`config.mk`:
```
export PLATFORM = sky130hd
export DESIGN_NAME = rf_wb_queue_flat
export DESIGN_NICKNAME = d
export VERILOG_FILES = /design/src/rtl/rf_wb_pkg.sv /design/src/rtl/rf_wb_queue_if.sv /design/src/rtl/rf_wb_match.sv /design/src/rtl/rf_wb_queue.sv /design/src/flat_wrapper.sv
export SDC_FILE = /design/constraint.sdc
export NUM_CORES = 1
export LEC_CHECK = 0
export BUFFER_PORTS_ARGS = -buffer_cell sky130_fd_sc_hd__buf_2
export CAP_MARGIN = 25
export CORE_MARGIN = 8
export CORE_UTILIZATION = 53
export DETAILED_ROUTE_END_ITERATION = 10
export PLACE_DENSITY = 0.9
export SLEW_MARGIN = 20
export SYNTH_ARGS = -nofsm -noshare
export SYNTH_HDL_FRONTEND = slang
export SYNTH_SLANG_ARGS = --single-unit
```
`constraint.sdc`:
```
create_clock -name clk -period 3.5 [get_ports clk]
set_input_delay 0.175 -clock clk [delete_from_list [all_inputs] [get_ports clk]]
set_output_delay 0.175 -clock clk [all_outputs]
set_load 0.02 [all_outputs]
```
`src/rtl/rf_wb_pkg.sv`:
```
// Write-back queue shared definitions.
// Purpose: widths, default depth and the stored entry layout used by the
// write-back queue, its lookup matcher and its interface.
// Ports: none (package).
package rf_wb_pkg;

  localparam int REG_W         = 3;
  localparam int DATA_W        = 16;
  localparam int DEFAULT_DEPTH = 4;
  localparam int COUNT_W       = 4;

  // One pending register-file write: destination index plus data.
  typedef struct packed {
    logic [REG_W-1:0]  regSel;
    logic [DATA_W-1:0] data;
  } entry_t;

endpackage

```
`src/rtl/rf_wb_queue_if.sv`:
```
// Write-back queue bundle.
// Purpose: groups the request handshake, register-file write port, lookup
// ports and status outputs of the write-back queue.
// Ports (slave view, i.e. the queue itself):
//   in : req_valid, req_reg, req_data, drain_en, lookup1sel, lookup2sel
//   out: req_ready, rf_write, rf_writeregsel, rf_writedata,
//        hit1, hit1data, hit2, hit2data, count, err
// The master view is the mirror image and belongs to the writeback source /
// register-file side.
interface rf_wb_queue_if;
  import rf_wb_pkg::*;

  logic               req_valid;
  logic               req_ready;
  logic [REG_W-1:0]   req_reg;
  logic [DATA_W-1:0]  req_data;
  logic               drain_en;
  logic               rf_write;
  logic [REG_W-1:0]   rf_writeregsel;
  logic [DATA_W-1:0]  rf_writedata;
  logic [REG_W-1:0]   lookup1sel;
  logic [REG_W-1:0]   lookup2sel;
  logic               hit1;
  logic               hit2;
  logic [DATA_W-1:0]  hit1data;
  logic [DATA_W-1:0]  hit2data;
  logic [COUNT_W-1:0] count;
  logic               err;

  modport slave (
    input  req_valid, req_reg, req_data, drain_en, lookup1sel, lookup2sel,
    output req_ready, rf_write, rf_writeregsel, rf_writedata,
           hit1, hit1data, hit2, hit2data, count, err
  );

  modport master (
    output req_valid, req_reg, req_data, drain_en, lookup1sel, lookup2sel,
    input  req_ready, rf_write, rf_writeregsel, rf_writedata,
           hit1, hit1data, hit2, hit2data, count, err
  );

endinterface

```
`src/rtl/rf_wb_match.sv`:
```
// Youngest-match lookup over the pending write entries.
// Purpose: given the entry storage, per-entry valid bits and the head
// pointer, report whether any valid entry targets sel_i and return the data
// of the youngest such entry (the one closest to the tail).
// Ports:
//   entries_i : all stored entries, indexed by storage slot
//   valid_i   : per-slot occupied flags
//   head_i    : slot of the oldest entry
//   sel_i     : register index being looked up
//   hit_o     : a matching valid entry exists
//   data_o    : data of the youngest match, zero when there is none
module rf_wb_match
  import rf_wb_pkg::*;
#(
  parameter int DEPTH = DEFAULT_DEPTH,
  parameter int PTR_W = (DEPTH > 1) ? $clog2(DEPTH) : 1
) (
  input  entry_t [DEPTH-1:0] entries_i,
  input  logic   [DEPTH-1:0] valid_i,
  input  logic   [PTR_W-1:0] head_i,
  input  logic   [REG_W-1:0] sel_i,
  output logic               hit_o,
  output logic  [DATA_W-1:0] data_o
);

  logic [PTR_W-1:0] slot;

  // Walk the slots in age order starting at the head so that a later
  // (younger) match simply overwrites an earlier one; the last writer in
  // the loop is therefore the entry nearest the tail.
  always_comb begin
    hit_o  = 1'b0;
    data_o = '0;
    slot   = '0;
    for (int i = 0; i < DEPTH; i++) begin
      slot = head_i + PTR_W'(i);
      if (valid_i[slot] && (entries_i[slot].regSel == sel_i)) begin
        hit_o  = 1'b1;
        data_o = entries_i[slot].data;
      end
    end
  end

endmodule

```
`src/rtl/rf_wb_queue.sv`:
```
// Register-file write-back queue.
// Purpose: buffers write requests from the writeback source in order and
// drains them into the register-file write port whenever that port is
// free, while letting two readers see (forward) still-pending data.
// Ports:
//   clk : single clock, rising edge
//   rst : asynchronous active-high reset, empties the queue
//   bus : rf_wb_queue_if.slave -- request handshake, register-file write
//         port, two lookup ports, occupancy count and refused-request flag
module rf_wb_queue
  import rf_wb_pkg::*;
#(
  parameter int DEPTH = DEFAULT_DEPTH
) (
  input  logic           clk,
  input  logic           rst,
  rf_wb_queue_if.slave   bus
);

  localparam int PTR_W = (DEPTH > 1) ? $clog2(DEPTH) : 1;

  entry_t [DEPTH-1:0] mem_q;
  logic   [DEPTH-1:0] valid_q, valid_d;
  logic   [PTR_W-1:0] headPtr_q, headPtr_d;
  logic   [PTR_W-1:0] tailPtr_q, tailPtr_d;
  logic [COUNT_W-1:0] count_q, count_d;
  logic               err_q, err_d;

  logic   reqReady;
  logic   notEmpty;
  logic   push;
  logic   pop;
  entry_t headEntry;
  entry_t newEntry;

  // Readiness depends only on the registered occupancy, so a slot freed by
  // this cycle's drain is only offered to upstream in the next cycle.
  assign reqReady  = (count_q < COUNT_W'(DEPTH));
  assign notEmpty  = (count_q != '0);
  assign push      = bus.req_valid && reqReady;
  assign pop       = notEmpty && bus.drain_en;
  assign headEntry = notEmpty ? mem_q[headPtr_q] : '0;
  assign newEntry  = '{regSel: bus.req_reg, data: bus.req_data};

  assign bus.req_ready      = reqReady;
  assign bus.rf_write       = pop;
  assign bus.rf_writeregsel = headEntry.regSel;
  assign bus.rf_writedata   = headEntry.data;
  assign bus.count          = count_q;
  assign bus.err            = err_q;

  // Next-state for the pointers, occupancy, valid bits and the refused
  // request flag. Push and pop never touch the same slot because a push
  // needs a free slot and a pop needs an occupied one, and the two only
  // coincide on the same index when the queue is empty or full.
  always_comb begin
    headPtr_d = headPtr_q;
    tailPtr_d = tailPtr_q;
    count_d   = count_q;
    valid_d   = valid_q;
    err_d     = bus.req_valid && !reqReady;
    if (pop) begin
      valid_d[headPtr_q] = 1'b0;
      headPtr_d          = headPtr_q + PTR_W'(1);
    end
    if (push) begin
      valid_d[tailPtr_q] = 1'b1;
      tailPtr_d          = tailPtr_q + PTR_W'(1);
    end
    case ({push, pop})
      2'b10:   count_d = count_q + COUNT_W'(1);
      2'b01:   count_d = count_q - COUNT_W'(1);
      default: count_d = count_q;
    endcase
  end

  // Control state register; reset empties the queue immediately so no
  // pending write survives a reset.
  always_ff @(posedge clk or posedge rst) begin
    if (rst) begin
      headPtr_q <= '0;
      tailPtr_q <= '0;
      count_q   <= '0;
      valid_q   <= '0;
      err_q     <= 1'b0;
    end else begin
      headPtr_q <= headPtr_d;
      tailPtr_q <= tailPtr_d;
      count_q   <= count_d;
      valid_q   <= valid_d;
      err_q     <= err_d;
    end
  end

  // Entry storage needs no reset: a slot's contents are only ever observed
  // while its valid bit is set, and the valid bit is set by the same push
  // that writes it.
  always_ff @(posedge clk) begin
    if (push) begin
      mem_q[tailPtr_q] <= newEntry;
    end
  end

  rf_wb_match #(
    .DEPTH (DEPTH),
    .PTR_W (PTR_W)
  ) uMatch1 (
    .entries_i (mem_q),
    .valid_i   (valid_q),
    .head_i    (headPtr_q),
    .sel_i     (bus.lookup1sel),
    .hit_o     (bus.hit1),
    .data_o    (bus.hit1data)
  );

  rf_wb_match #(
    .DEPTH (DEPTH),
    .PTR_W (PTR_W)
  ) uMatch2 (
    .entries_i (mem_q),
    .valid_i   (valid_q),
    .head_i    (headPtr_q),
    .sel_i     (bus.lookup2sel),
    .hit_o     (bus.hit2),
    .data_o    (bus.hit2data)
  );

endmodule

```
`src/flat_wrapper.sv`:
```
// flat-port wrapper written by rule: the top's interface ports become plain ports
module rf_wb_queue_flat import rf_wb_pkg::*;
#(
  parameter int DEPTH = DEFAULT_DEPTH
)
  (clk, rst, bus_req_valid, bus_req_reg, bus_req_data, bus_drain_en, bus_lookup1sel, bus_lookup2sel, bus_req_ready, bus_rf_write, bus_rf_writeregsel, bus_rf_writedata, bus_hit1, bus_hit1data, bus_hit2, bus_hit2data, bus_count, bus_err);
  rf_wb_queue_if bus_i ();
  input  logic clk;
  input  logic rst;
  input wire logic [$bits(bus_i.req_valid)-1:0] bus_req_valid;
  input wire logic [$bits(bus_i.req_reg)-1:0] bus_req_reg;
  input wire logic [$bits(bus_i.req_data)-1:0] bus_req_data;
  input wire logic [$bits(bus_i.drain_en)-1:0] bus_drain_en;
  input wire logic [$bits(bus_i.lookup1sel)-1:0] bus_lookup1sel;
  input wire logic [$bits(bus_i.lookup2sel)-1:0] bus_lookup2sel;
  output wire logic [$bits(bus_i.req_ready)-1:0] bus_req_ready;
  output wire logic [$bits(bus_i.rf_write)-1:0] bus_rf_write;
  output wire logic [$bits(bus_i.rf_writeregsel)-1:0] bus_rf_writeregsel;
  output wire logic [$bits(bus_i.rf_writedata)-1:0] bus_rf_writedata;
  output wire logic [$bits(bus_i.hit1)-1:0] bus_hit1;
  output wire logic [$bits(bus_i.hit1data)-1:0] bus_hit1data;
  output wire logic [$bits(bus_i.hit2)-1:0] bus_hit2;
  output wire logic [$bits(bus_i.hit2data)-1:0] bus_hit2data;
  output wire logic [$bits(bus_i.count)-1:0] bus_count;
  output wire logic [$bits(bus_i.err)-1:0] bus_err;
  assign bus_i.req_valid = bus_req_valid;
  assign bus_i.req_reg = bus_req_reg;
  assign bus_i.req_data = bus_req_data;
  assign bus_i.drain_en = bus_drain_en;
  assign bus_i.lookup1sel = bus_lookup1sel;
  assign bus_i.lookup2sel = bus_lookup2sel;
  assign bus_req_ready = bus_i.req_ready;
  assign bus_rf_write = bus_i.rf_write;
  assign bus_rf_writeregsel = bus_i.rf_writeregsel;
  assign bus_rf_writedata = bus_i.rf_writedata;
  assign bus_hit1 = bus_i.hit1;
  assign bus_hit1data = bus_i.hit1data;
  assign bus_hit2 = bus_i.hit2;
  assign bus_hit2data = bus_i.hit2data;
  assign bus_count = bus_i.count;
  assign bus_err = bus_i.err;
  rf_wb_queue #(.DEPTH(DEPTH)) u_core (.clk(clk), .rst(rst), .bus(bus_i));
endmodule
```
======== Word-level counts from Yosys, hierarchy flattened ========
Cells that the tools add are included.
cells by class
  add/subtract/negate cells ............... 6
  $mul .................................... 0
  div/mod/pow operators ................... 0
  order comparisons ....................... 8
  equality and inequality tests ........... 10
  shift-type cells ........................ 0
  mux-type cells .......................... 43
  bitwise gates (word level) .............. 3
  reductions and logical operators ........ 16
operators with widths
  operator               count
  $bmux W19 S2           4
  $mux W16               8
  $mux W19               6
  $bwmux W76             1
  $demux W19 S2          1
  $eq A3 B3 Y1           8
  $lt A2 B3 Y1 const B   5
  $mux W1                14
  $logic_and A1 B1 Y1    13
  $bmux W1 S2            4
  $mux W4                2
  $pmux W4 S2            1
  $add A2 B1 Y2 const B  2
  $add A2 B2 Y2 const B  2
  $add A4 B1 Y4 const B  1
  $and A4 B4 Y4          1
  $demux W1 S2           2
  $ge A2 B1 Y1 const B   2
  $lt A4 B3 Y1 const B   1
  $not A4 Y4             1
  $or A4 B4 Y4           1
  $reduce_bool A4 Y1     1
  $sub A4 B1 Y4 const B  1
  $eq A2 B1 Y1 const B   1
  other kinds (3)        3
word-level totals
  flip-flop bits (word level) ............. 89
  bits in latches ......................... 0
  bits in writable memories ............... 0
  memory bits (read-only) ................. 0
  input bits .............................. 29
  output and inout port bits .............. 60
  logic and storage cells ................. 99
  memories ................................ 0

======== Depth between registers and ports, before layout ========
Gate-level depths: netlist of the first run.
  depth in word-level cells ............... 9
  mapped depth ............................ 15
  gate-level depth less buffers ........... 10

======== By module ========
From an unflattened synthesis of the first run, not the netlist that was laid out.
second synthesis, totals
  cells, all modules ...................... 862
  area, all modules ....................... 8420.6 um^2
modules (own cells, without submodules)
  module       times used  cells each  area an instance (um^2)  sequential area each (um^2)
  rf_wb_match  2           328         2353.5                   0.0
  rf_wb_queue  1           206         3713.6                   2607.5

======== Worst setup path after synthesis of the first run ========
No wires, ideal clock.
  path kind ............................... register to output
  start ................................... reg u_core.headPtr_q[0]
  end ..................................... out bus_hit2data[10]
  data arrival time ....................... 3.905 ns
  data required time ...................... 3.325 ns
  slack ................................... -0.580 ns
  cell stages (with the launch flop) ...... 16
  path buffers ............................ 7
  cell sequence ........................... dfrtp_1 buf_6 buf_6 buf_4 buf_4 buf_4 inv_1 ha_1 buf_2 mux4_2 xor2_1 nor3_4 a2111oi_4 buf_6 a221oi_2 o22ai_1
between the ends
  elaborated cells between the ends (all ways) .. 31
  classes of those cells .................. add/sub (3); eq/ne (4); mux (20); reduce/logical (4)
RTL lines
  item                              RTL line                              text
  from (decl)                       rf_wb_queue.sv:24                     logic [PTR_W-1:0] headPtr_q, headPtr_d;
  from (signal assigned)            rf_wb_queue.sv:87                     headPtr_q <= headPtr_d;
  $add A2 B2 Y2 *                   --
  named net u_core.uMatch1.slot[0]  rf_wb_match.sv:26                     logic [PTR_W-1:0] slot;
  $bmux W19 S2                      rf_wb_match.sv:37, rf_wb_match.sv:39
  $mux W19 (not written as such)    rf_wb_match.sv:39                     data_o = entries_i[slot].data;
  $eq A3 B3 Y1                      rf_wb_match.sv:37                     if (valid_i[slot] && (entries_i[slot].regSel == sel_i)) begin
  $logic_and A1 B1 Y1               rf_wb_match.sv:37
  $mux W16 *                        rf_wb_match.sv:37
  to (decl)                         flat_wrapper.sv:23                    output wire logic [$bits(bus_i.hit2data)-1:0] bus_hit2data;
Mark *: on every way through the listed nets, which the timed path passes. The rest lies on a longest branch. The select of a mux whose other input is x is not followed.

======== Worst setup path after layout of the first run ========
  start ................................... reg u_core.headPtr_q[0]
  end ..................................... out bus_hit1data[0]
between the ends
  elaborated cells between the ends (all ways) .. 31
  classes of those cells .................. add/sub (3); eq/ne (4); mux (20); reduce/logical (4)
RTL lines
  item                              RTL line                              text
  $add A2 B2 Y2 *                   rf_wb_match.sv:36                     slot = head_i + PTR_W'(i);
  named net u_core.uMatch1.slot[0]  rf_wb_match.sv:26
  $bmux W19 S2                      rf_wb_match.sv:37, rf_wb_match.sv:39
  $mux W19 (not written as such)    rf_wb_match.sv:39
  $eq A3 B3 Y1                      rf_wb_match.sv:37
  $logic_and A1 B1 Y1               rf_wb_match.sv:37
  $mux W16 *                        rf_wb_match.sv:37
  to (decl)                         flat_wrapper.sv:21                    output wire logic [$bits(bus_i.hit1data)-1:0] bus_hit1data;
Marks and branches as above.

==> qor.yml, run 1 <==
sta:
  clock_skew_ps: 12.30
  finalMaxSlewViolations: 0
  fin_crit_sh: 0.9830
  hold_viol: 0
  fin_crit_ps: 3441
  worst_pin_slew_ps: 787.8
  fmax_mhz: 290.6
  setup_viol: 0
  rsz0062_at_grt: "true"
  layout_setup_ws_ps: 59.38
  whs_ps: 31.66
  timing.slew.headroom: 0.4737
finish:
  drive_gt1_frac: 0.4564
  utilization: 0.6658
  final_common_cell: "buf_2"
  mostFrequentLayoutCells: "buf_2, edfxtp_1, o21ai_0"
  fin_area_um2: 7898
  final_nets: 666
  area_growth_pct: 24.08
power_and_ir_drop:
  p_per_area_nw_per_um2: 1125
  ir_drop_mv: 0.5699
  leakagePower_nw: 3.067
  finalPower_mw: 8.883
placed_design:
  post_dp_cell_area_um2: 7327
  portBuffers: 88
  hpwlAfterDp_um: 12470
  post-place-ws_ps: 87.65
  gp_congestion: 0.8735
detailed_routing:
  post_drt_wl_per_cell_um: 24.51
  drt-total-wl_um: 19100
  firstDrtPassIters: 6
  ant_nets: 0
  drtIter0Drc: 518
  vias: 5418
  viasPerCell: 6.955
  drc_errors: 0
logic_synthesis:
  synth.distinct_cells: 49
  seq_area_frac_synth: 0.4097
  synth-edff-count: 76
  synth_nets: 564
  synthCells: 524
  ys_seq_elements: 89
  synthesis.area_um2: 6365
  ys.flop_type: "edfxtp_1"
  synth_warnings: 0
  synth_area_per_cell_um2: 12.15
  ys_async_sr_fraction: 0.1461
worst_setup_path:
  cp_data_required_time_ps: 3320
  path_max_fanout: 8
  end_kind: "output port"
  crit_type: "flop to output port"
  cp-start-kind: "flop"
  cp.arrival_ps: 3270
clock_tree:
  cts.sinks: 89
  cts_buffers: 9
  cts_root_buffer: "clkbuf_16"
  htreeDepth: 3
  cts_tree: "built"
  clk_latency_ps: 350
  clock_path_buffers: 2
  path_clk_slew_ps: 70
grt:
  grt_pass1_wl_um: 29100
  grt_max_degree: 67
  grt_pass1_vias: 5488
  gr-total-overflow: 0
  antenna_found_initial: 2
  track_usage: 0.2312
floorplan:
  fp.dieW_um: 125.6
  std_cell_rows: 40
  core_area_um2: 11860
  die_height_um: 125.6
  boundaryPins: 89
  die_area_um2: 15770
  initial_core_util: 0.5366
outcome:
  status: "complete, no violations"
hold_path:
  min_path_type: "input port to flop"
job:
  maxCapViolCount: 0
[timing repair]
action / in CTS / in global routing
buffers inserted: 5 / 8
pin swaps: 2 / 6
resized for setup: 10 / 20
setup endpoints to repair: 32 / 31
hold endpoints to repair: 13 / 0
gates cloned: 0 / 1
hold buffers: 1 / 0
[state kept, by name, indices dropped and copies added, names as in the netlist]
register	cells
u_core.bus.err	1
u_core.headPtr_q	2
u_core.valid_q	4
u_core.tailPtr_q	2
u_core.mem_q	76
u_core.bus.count	4
[critical path, stage by stage (launching register included)]
cell      delay, ps
dfrtp_4         450
inv_8            40
ha_4            330
mux4_2          550
xor2_2          190
nor4_4          340
nor4b_4          80
buf_6           150
a221oi_1        420
o22ai_2         160
buf_2           200
[logic make-up after synthesis]
kind of cell | Yosys count | share of synthesized area
multiplexers | 98 | 0.2359
adder cells (fa/ha/maj) | 11 | 0.02162
AO/OA/AOI/OAI | 148 | 0.1706
AND/OR/NAND/NOR | 98 | 0.08335
XOR/XNOR | 28 | 0.03971
flip-flops | 89 | 0.4097
buffers and inverters | 52 | 0.03912
[layer usage]
| layer | routed length (um) | track usage | up-vias |
|---|---|---|---|
| met5 | 13 | 0 | - |
| li1 | - | - | 2295 |
| met3 | 1964 | 0.05695 | 73 |
| met4 | 734 | 0.1304 | 2 |
| met2 | 9399 | 0.3783 | 379 |
| met1 | 6984 | 0.2737 | 2669 |
[metrics by stage]
| step | std cells | setup TNS [ps] |
|---|---|---|
| 2_1_floorplan | 524 | -2049 |
| 3_3_place_gp | 746 | -380.2 |
| 3_5_place_dp | 747 | 0 |
| 4_1_cts | 769 | 0 |
| 5_1_grt | 779 | -56.62 |
| 6_report | 779 | 0 |
[Yosys cell counts (4+ instances only)]
cell | n | share of area
edfxtp_1 | 76 | 0.36
dfrtp_1 | 13 | 0.051
buf_6 | 4 | 0.0071
nor2_1 | 27 | 0.016
ha_1 | 11 | 0.022
o21ai_0 | 51 | 0.040
nor2b_1 | 23 | 0.023
a221oi_1 | 21 | 0.029
and3_1 | 4 | 0.0039
buf_2 | 10 | 0.0079
xnor2_1 | 5 | 0.0069
inv_1 | 6 | 0.0035
a211oi_1 | 17 | 0.020
mux2i_1 | 30 | 0.047
clkbuf_1 | 24 | 0.014
a221oi_2 | 11 | 0.026
mux4_2 | 36 | 0.13
a21o_1 | 6 | 0.0071
nand4_1 | 4 | 0.0039
nand2_1 | 25 | 0.015
o22ai_1 | 29 | 0.029
mux2_2 | 27 | 0.048
xor2_1 | 22 | 0.030
[area by class of cell]
cell class,instances,area (um^2)
Clock inverter,7,37.54
Sequential cell,89,2613
Fill cell,815,3964
Inverter,8,37.54
Multi-Input combinational cell,383,3886
Clock buffer,9,225.2
Timing Repair Buffer,135,912.1
Tap cell,147,183.9
Antenna cell,1,2.502
[report_power, final]
part	internal [mW]	total (mW)	switching [mW]
clock network	0.472	0.874	0.401
registers	1.33	1.47	0.140
logic	2.64	6.54	3.90
[worst paths after layout]
path / startpoint / endpoint / slack, ps / cells past startpoint
min reg2reg: u_core.valid_q[0] / u_core.valid_q[0] / 530 / 1
max reg2reg: u_core.bus.count[2] / u_core.bus.count[2] / 920 / 9
max: u_core.headPtr_q[0] / bus_hit1data[0] / 60 / 10
min in group asynchronous: rst / u_core.bus.count[0] / 400 / 3
min: bus_req_data[12] / u_core.mem_q[50] / 30 / 1
max in group asynchronous: rst / u_core.headPtr_q[0] / 2720 / 3
Note: power is estimated with default switching activity, not from simulation.
==> inputs of run 2 (changes only) <==
SETUP_SLACK_MARGIN = 0.4   (was not set)
==> qor.yml, run 2 (synthesis results as in run 1) <==
outcome:
  status: "complete, no violations"  # unchanged
finish:
  register_area_um2: 2613  # unchanged
  final_nets: 645  # was 666
  final_common_cell: "buf_2"  # unchanged
  largest_reg_flops: 76  # unchanged
  multi_input_area_um2: 3901  # was 3886 um^2
  n_fill_cell: 821  # was 815
  diodes: 0  # was 1
  area_growth_pct: 21.47  # was 24.08%
  top_register: "u_core.mem_q"  # unchanged
  utilization: 0.6518  # was 0.6658
  drive_gt1_frac: 0.4574  # was 0.4564
  mostFrequentLayoutCells: "buf_2, edfxtp_1, o21ai_0"  # unchanged
hold_path:
  min_path_type: "input port to flop"  # unchanged
job:
  maxCapViolCount: 0  # unchanged
worst_setup_path:
  slowest_stage: "mux4_2"  # unchanged
  worst_path_largest_cell_delay_ps: 570  # was 550 ps
  crit_type: "flop to output port"  # unchanged
  r2r_slack_ps: 780  # was 920 ps
  cp_data_required_time_ps: 3320  # about the same
  cp.arrival_ps: 3200  # was 3270 ps
  path_max_fanout: 16  # was 8
  end_kind: "output port"  # unchanged
  cp-start-kind: "flop"  # unchanged
  crit_chain: "inv_8, ha_4, mux4_2, xor2_2, nor4_4, nor4b_4, buf_12, a221oi_2, o22ai_2, buf_4"  # was inv_8, ha_4, mux4_2, xor2_2, nor4_4, nor4b_4, buf_6, a221oi_1, o22ai_2, buf_2
  path_buf_inv: 3  # unchanged
  crit_family: "multiplexers"  # was compound AO/OA/AOI/OAI gates
sta:
  layout_setup_ws_ps: 124.1  # was 59.38 ps
  clock_skew_ps: 7.926  # was 12.30 ps
  worst_pin_slew_ps: 743.0  # was 787.8 ps
  setup_viol: 0  # unchanged
  tns_ps: 0  # unchanged
  timing.slew.headroom: 0.5037  # was 0.4737
  finalMaxSlewViolations: 0  # unchanged
  hold_viol: 0  # unchanged
  rsz0062_at_grt: "true"  # unchanged
  fmax_mhz: 296.2  # was 290.6 MHz
  fin_crit_ps: 3376  # was 3441 ps
  fin_crit_sh: 0.9645  # was 0.9830
power_and_ir_drop:
  p_seq_frac: 0.172  # was 0.165
  pwr-share-comb: 0.724  # was 0.736
  ir_drop_mv: 0.5165  # was 0.5699 mV
  internal_power_mw: 4.199  # was 4.437 mW
  clkPwrFrac: 0.105  # was 0.098
  p_sw_frac: 0.5090  # was 0.5005
  p_sw_mw: 4.353  # was 4.446 mW
  p_per_area_nw_per_um2: 1106  # was 1125 nW/um^2
  leakagePower_nw: 2.973  # was 3.067 nW
  finalPower_mw: 8.552  # was 8.883 mW
floorplan:
  initial_core_util: 0.5366  # unchanged
  die_height_um: 125.6  # unchanged
  fp.dieW_um: 125.6  # unchanged
  std_cell_rows: 40  # unchanged
  die_area_um2: 15770  # unchanged
  core_area_um2: 11860  # unchanged
  boundaryPins: 89  # unchanged
clock_tree:
  cts_root_buffer: "clkbuf_16"  # unchanged
  clock_path_buffers: 2  # unchanged
  clk_latency_ps: 350  # about the same
  htreeDepth: 3  # unchanged
  cts_buffers: 9  # unchanged
  cts_tree: "built"  # unchanged
  path_clk_slew_ps: 70  # about the same
  cts.sinks: 89  # unchanged
detailed_routing:
  drtIter0Drc: 620  # was 518
  ant_nets: 0  # unchanged
  vias: 5285  # was 5418
  drc_errors: 0  # unchanged
  firstDrtPassIters: 5  # was 6
  post_drt_wl_per_cell_um: 24.57  # was 24.51 um
  viasPerCell: 6.982  # was 6.955
  drt-total-wl_um: 18600  # was 19100 um
placed_design:
  hpwlAfterDp_um: 12270  # was 12470 um
  portBuffers: 88  # unchanged
  gp_congestion: 0.9115  # was 0.8735
  post-place-ws_ps: 316.0  # was 87.65 ps
grt:
  grt_max_degree: 67  # unchanged
  grt_pass1_vias: 5334  # was 5488
  track_usage: 0.2346  # was 0.2312
  antenna_found_initial: 1  # was 2
  grt_pass1_wl_um: 29330  # was 29100 um
  gr-total-overflow: 0  # unchanged
## run 2: final cells by class
class	instances	area share
clock buffer	10	0.02962
inverter	8	0.005017
clock inverter	6	0.005503
tap	147	0.02379
timing repair buffer	114	0.09354
sequential	89	0.3379
multi-input combinational	383	0.5046
## run 2: metrics by stage
step,cell area [um^2],hold slack (ps),cells
after floorplan,6719,51.96,524
after global placement,7282,225.2,737
after detailed placement,7282,244.3,737
after CTS,7701,26.61,756
after global routing,7731,31.95,757
final,7731,36.27,757
## run 2: worst paths after layout
kind	from	endpoint	cells past startpoint
max	u_core.headPtr_q[0]	bus_hit1data[14]	10
min	bus_req_data[0]	u_core.mem_q[0]	1
max reg2reg	u_core.bus.count[2]	u_core.bus.count[2]	10
min reg2reg	u_core.valid_q[1]	u_core.valid_q[1]	1
max in group asynchronous	rst	u_core.headPtr_q[0]	3
min in group asynchronous	rst	u_core.bus.count[2]	3
## run 2: power by group through the flow
stage / Combinational (mW) / Sequential [mW] / Clock (mW)
global placement: 5.64 / 1.46 / 0
CTS: 6.05 / 1.46 / 0.906
floorplan: 4.43 / 1.47 / 0
detailed placement: 5.84 / 1.48 / 0
finish: 6.19 / 1.47 / 0.897
global route: 6.54 / 1.48 / 0.948
## run 2: per-layer routing
metal / GRT usage / part of all wire / routed length, um / up-vias
met3: 0.05057 / 0.094 / 1750 / 74
met1: 0.2756 / 0.36 / 6702 / 2552
met5: 0 / 0.00065 / 12 / -
li1: - / - / - / 2245
met2: 0.3938 / 0.51 / 9526 / 412
met4: 0.1282 / 0.033 / 605 / 2
## run 2: timing repair
item                       in CTS  in global routing
gates cloned                    1                  0
setup endpoints to repair      49                 34
pin swaps                       4                  5
setup buffers                   1                  1
resized for setup              26                  7
hold buffers                    1                  0
hold endpoints to repair       13                  0
==> inputs of run 3 (changes only) <==
ABC_AREA = 1   (was not set)
CORE_UTILIZATION = 54   (was 53)
TNS_END_PERCENT = 100   (was not set)
==> qor.yml, run 3 <==
logic_synthesis:
  synth.area.top_cells: "edfxtp_1, nand2_1, nand3_1, o21ai_0, inv_1"  # was edfxtp_1, mux4_2, dfrtp_1, mux2_2, mux2i_1
  synth_warnings: 0  # unchanged
  ys_async_sr_fraction: 0.1461  # unchanged
  synth_area_per_cell_um2: 6.754  # was 12.15 um^2
  synthesis.area_um2: 6997  # was 6365 um^2
  seq_area_frac_synth: 0.3727  # was 0.4097
  synth_top_cell_by_area: "edfxtp_1"  # unchanged
  ys_seq_elements: 89  # unchanged
  ys.flop_type: "edfxtp_1"  # unchanged
  yosys-top-cells-count: "nand2_1, nand3_1, inv_1"  # was edfxtp_1, o21ai_0, mux4_2
  yosysMostFrequentCell: "nand2_1"  # was edfxtp_1
  synth_nets: 1076  # was 564
  synthCells: 1036  # was 524
  synth.distinct_cells: 33  # was 49
  synth-edff-count: 76  # unchanged
  synth_top_area_share: 0.3262  # was 0.3586
detailed_routing:
  post_drt_wl_per_cell_um: 15.86  # was 24.57 um
  drc_errors: 0  # unchanged
  drtIter0Drc: 1367  # was 620
  vias: 7252  # was 5285
  viasPerCell: 5.591  # was 6.982
  drt-total-wl_um: 20570  # was 18600 um
  firstDrtPassIters: 7  # was 5
  ant_nets: 0  # unchanged
worst_setup_path:
  worst_path_largest_cell_delay_ps: 420  # was 570 ps
  cp_data_required_time_ps: 3320  # about the same
  crit_type: "flop to output port"  # unchanged
  r2r_slack_ps: 920  # was 780 ps
  endpoint: "bus_hit1data[5]"  # was bus_hit1data[14]
  cp.arrival_ps: 2740  # was 3200 ps
  path_max_fanout: 28  # was 16
  cp-start-kind: "flop"  # unchanged
  crit_top_cell: "nand2_1"
  r2r_end: "u_core.bus.count[2]"  # unchanged
  slowest_stage: "dfrtp_2"  # was mux4_2
  r2r_cells: 9  # was 10
  crit_path_start: "u_core.headPtr_q[0]"  # unchanged
  crit_chain: "inv_2, ha_2, buf_8, nand3_1, nand3_1, nand2_1, nor2_4, buf_12, nand3_1, nand2_1, inv_1, nand2_1, nand2_1, nand2_1, buf_2"  # was inv_8, ha_4, mux4_2, xor2_2, nor4_4, nor4b_4, buf_12, a221oi_2, o22ai_2, buf_4
  end_kind: "output port"  # unchanged
  r2r_start: "u_core.bus.count[2]"  # unchanged
clock_tree:
  cts_root_buffer: "clkbuf_16"  # unchanged
  htreeDepth: 3  # unchanged
  clk_latency_ps: 330  # was 350 ps
  cts.sinks: 89  # unchanged
  cts_tree: "built"  # unchanged
  cts_buffers: 9  # unchanged
  path_clk_slew_ps: 60  # was 70 ps
  clock_path_buffers: 2  # unchanged
placed_design:
  hpwlAfterDp_um: 14830  # was 12270 um
  post_dp_cell_area_um2: 7497  # was 7282 um^2
  gp_congestion: 0.9811  # was 0.9115
  portBuffers: 88  # unchanged
  post-place-ws_ps: 602.3  # was 316.0 ps
sta:
  timing.slew.headroom: 0.4877  # was 0.5037
  fmax_mhz: 342.5  # was 296.2 MHz
  fin_crit_sh: 0.8342  # was 0.9645
  fin_crit_ps: 2920  # was 3376 ps
  clock_skew_ps: 7.790  # was 7.926 ps
  layout_setup_ws_ps: 580.3  # was 124.1 ps
  worst_pin_slew_ps: 765.6  # was 743.0 ps
  hold_viol: 0  # unchanged
  finalMaxSlewViolations: 0  # unchanged
  tns_ps: 0  # unchanged
  rsz0062_at_grt: "false"  # was true
  setup_viol: 0  # unchanged
floorplan:
  fp.dieW_um: 129.8  # was 125.6 um
  initial_core_util: 0.5544  # was 0.5366
  boundaryPins: 89  # unchanged
  core_area_um2: 12620  # was 11860 um^2
  die_area_um2: 16860  # was 15770 um^2
  die_height_um: 129.8  # was 125.6 um
  std_cell_rows: 41  # was 40
finish:
  mostFrequentLayoutCells: "nand2_1, nand3_1, inv_1"  # was buf_2, edfxtp_1, o21ai_0
  top_register: "u_core.mem_q"  # unchanged
  final_nets: 1160  # was 645
  drive_gt1_frac: 0.1724  # was 0.4574
  fin_area_um2: 8108  # was 7731 um^2
  n_fill_cell: 1065  # was 821
  final_common_cell: "nand2_1"  # was buf_2
  area_growth_pct: 15.88  # was 21.47%
  diodes: 0  # unchanged
  largest_reg_flops: 76  # unchanged
grt:
  track_usage: 0.2341  # was 0.2346
  grt_pass1_wl_um: 31020  # was 29330 um
  antenna_found_initial: 1  # unchanged
  grt_max_degree: 60  # was 67
  gr-total-overflow: 0  # unchanged
  grt_pass1_vias: 6184  # was 5334
job:
  maxCapViolCount: 0  # unchanged
hold_path:
  min_path_type: "input port to flop"  # unchanged
outcome:
  status: "complete, no violations"  # unchanged
-- run 3: cell types whose count changed in the layout (fill, tap and decap cells not counted), sizes merged, moves of 36 or more --
cell / before / now
inv: 8 / 123
mux4: 36 / 0
nand2: 25 / 379
nand3: 0 / 132
o21ai: 53 / 114
-- run 3: worst min-delay path by stage --
stage	start	endpoint	depth (start not counted)	slack, ps
floorplan	rst	u_core.bus.count[0]	1	50
global placement	rst	u_core.bus.count[0]	2	210
detailed placement	rst	u_core.valid_q[0]	2	220
CTS	bus_req_data[13]	u_core.mem_q[32]	1	40
global route	bus_req_data[9]	u_core.mem_q[28]	1	50
finish	bus_req_data[12]	u_core.mem_q[69]	1	50
-- run 3: kinds of logic (layout without fill, tap and decap cells) --
| group | count (synthesis) | in the layout | share of synthesized area |
|---|---|---|---|
| buf+inv | 178 | 267 | 0.1043 |
| fa+ha+maj | 11 | 11 | 0.01967 |
| compound gates | 136 | 136 | 0.1012 |
| xor+xnor | 11 | 11 | 0.01377 |
| flops | 89 | 89 | 0.3727 |
| simple gates | 600 | 600 | 0.3727 |
| mux | 11 | 11 | 0.01574 |
-- run 3: area by class of cell --
| cell class | count | area [um^2] | share of cell area |
|---|---|---|---|
| inverter | 123 | 466.7 | 0.05756 |
| tap | 172 | 215.2 | 0.02654 |
| clock inverter | 7 | 85.08 | 0.01049 |
| clock buffer | 9 | 225.2 | 0.02778 |
| timing repair buffer | 128 | 812.0 | 0.1002 |
| sequential | 89 | 2609 | 0.3218 |
| multi-input combinational | 769 | 3695 | 0.4557 |
-- run 3: per-layer routing --
layer | wire [um] | GRT usage | vias up
met1 | 8167 | 0.3105 | 3188
met4 | 588 | 0.08880 | 2
li1 | - | - | 3499
met2 | 9256 | 0.3721 | 494
met3 | 2549 | 0.04447 | 69
met5 | 10 | 0 | -
-- run 3: what timing repair did --
| item | in CTS | in global routing |
|---|---|---|
| setup buffers | 5 | 20 |
| resized for setup | 6 | 9 |
| setup endpoints to repair | 34 | 34 |
| hold buffers | 1 | 0 |
| pin swaps | 1 | 7 |
| endpoints found under the hold margin | 13 | 0 |
-- run 3: critical path, delay by kind of cell, from the launching register on --
kind,cells,cell delay [ps]
adder cells (fa/ha/maj),1,390
AND/OR/NAND/NOR,9,930
flip-flops,1,420
buffers and inverters,5,640
-- run 3: per-stage QoR --
step	hold WS, ps	instances	util
final	52.67	1297	0.6425
after global routing	51.43	1297	0.6425
after CTS	42.93	1277	0.6248
after detailed placement	220.2	1255	0.5941
after global placement	211.9	1255	0.5941
after floorplan	51.96	1036	-
Power of run 3 is not shown: default switching activity piles up to over one toggle a cycle in this logic, so the estimate is an artifact.
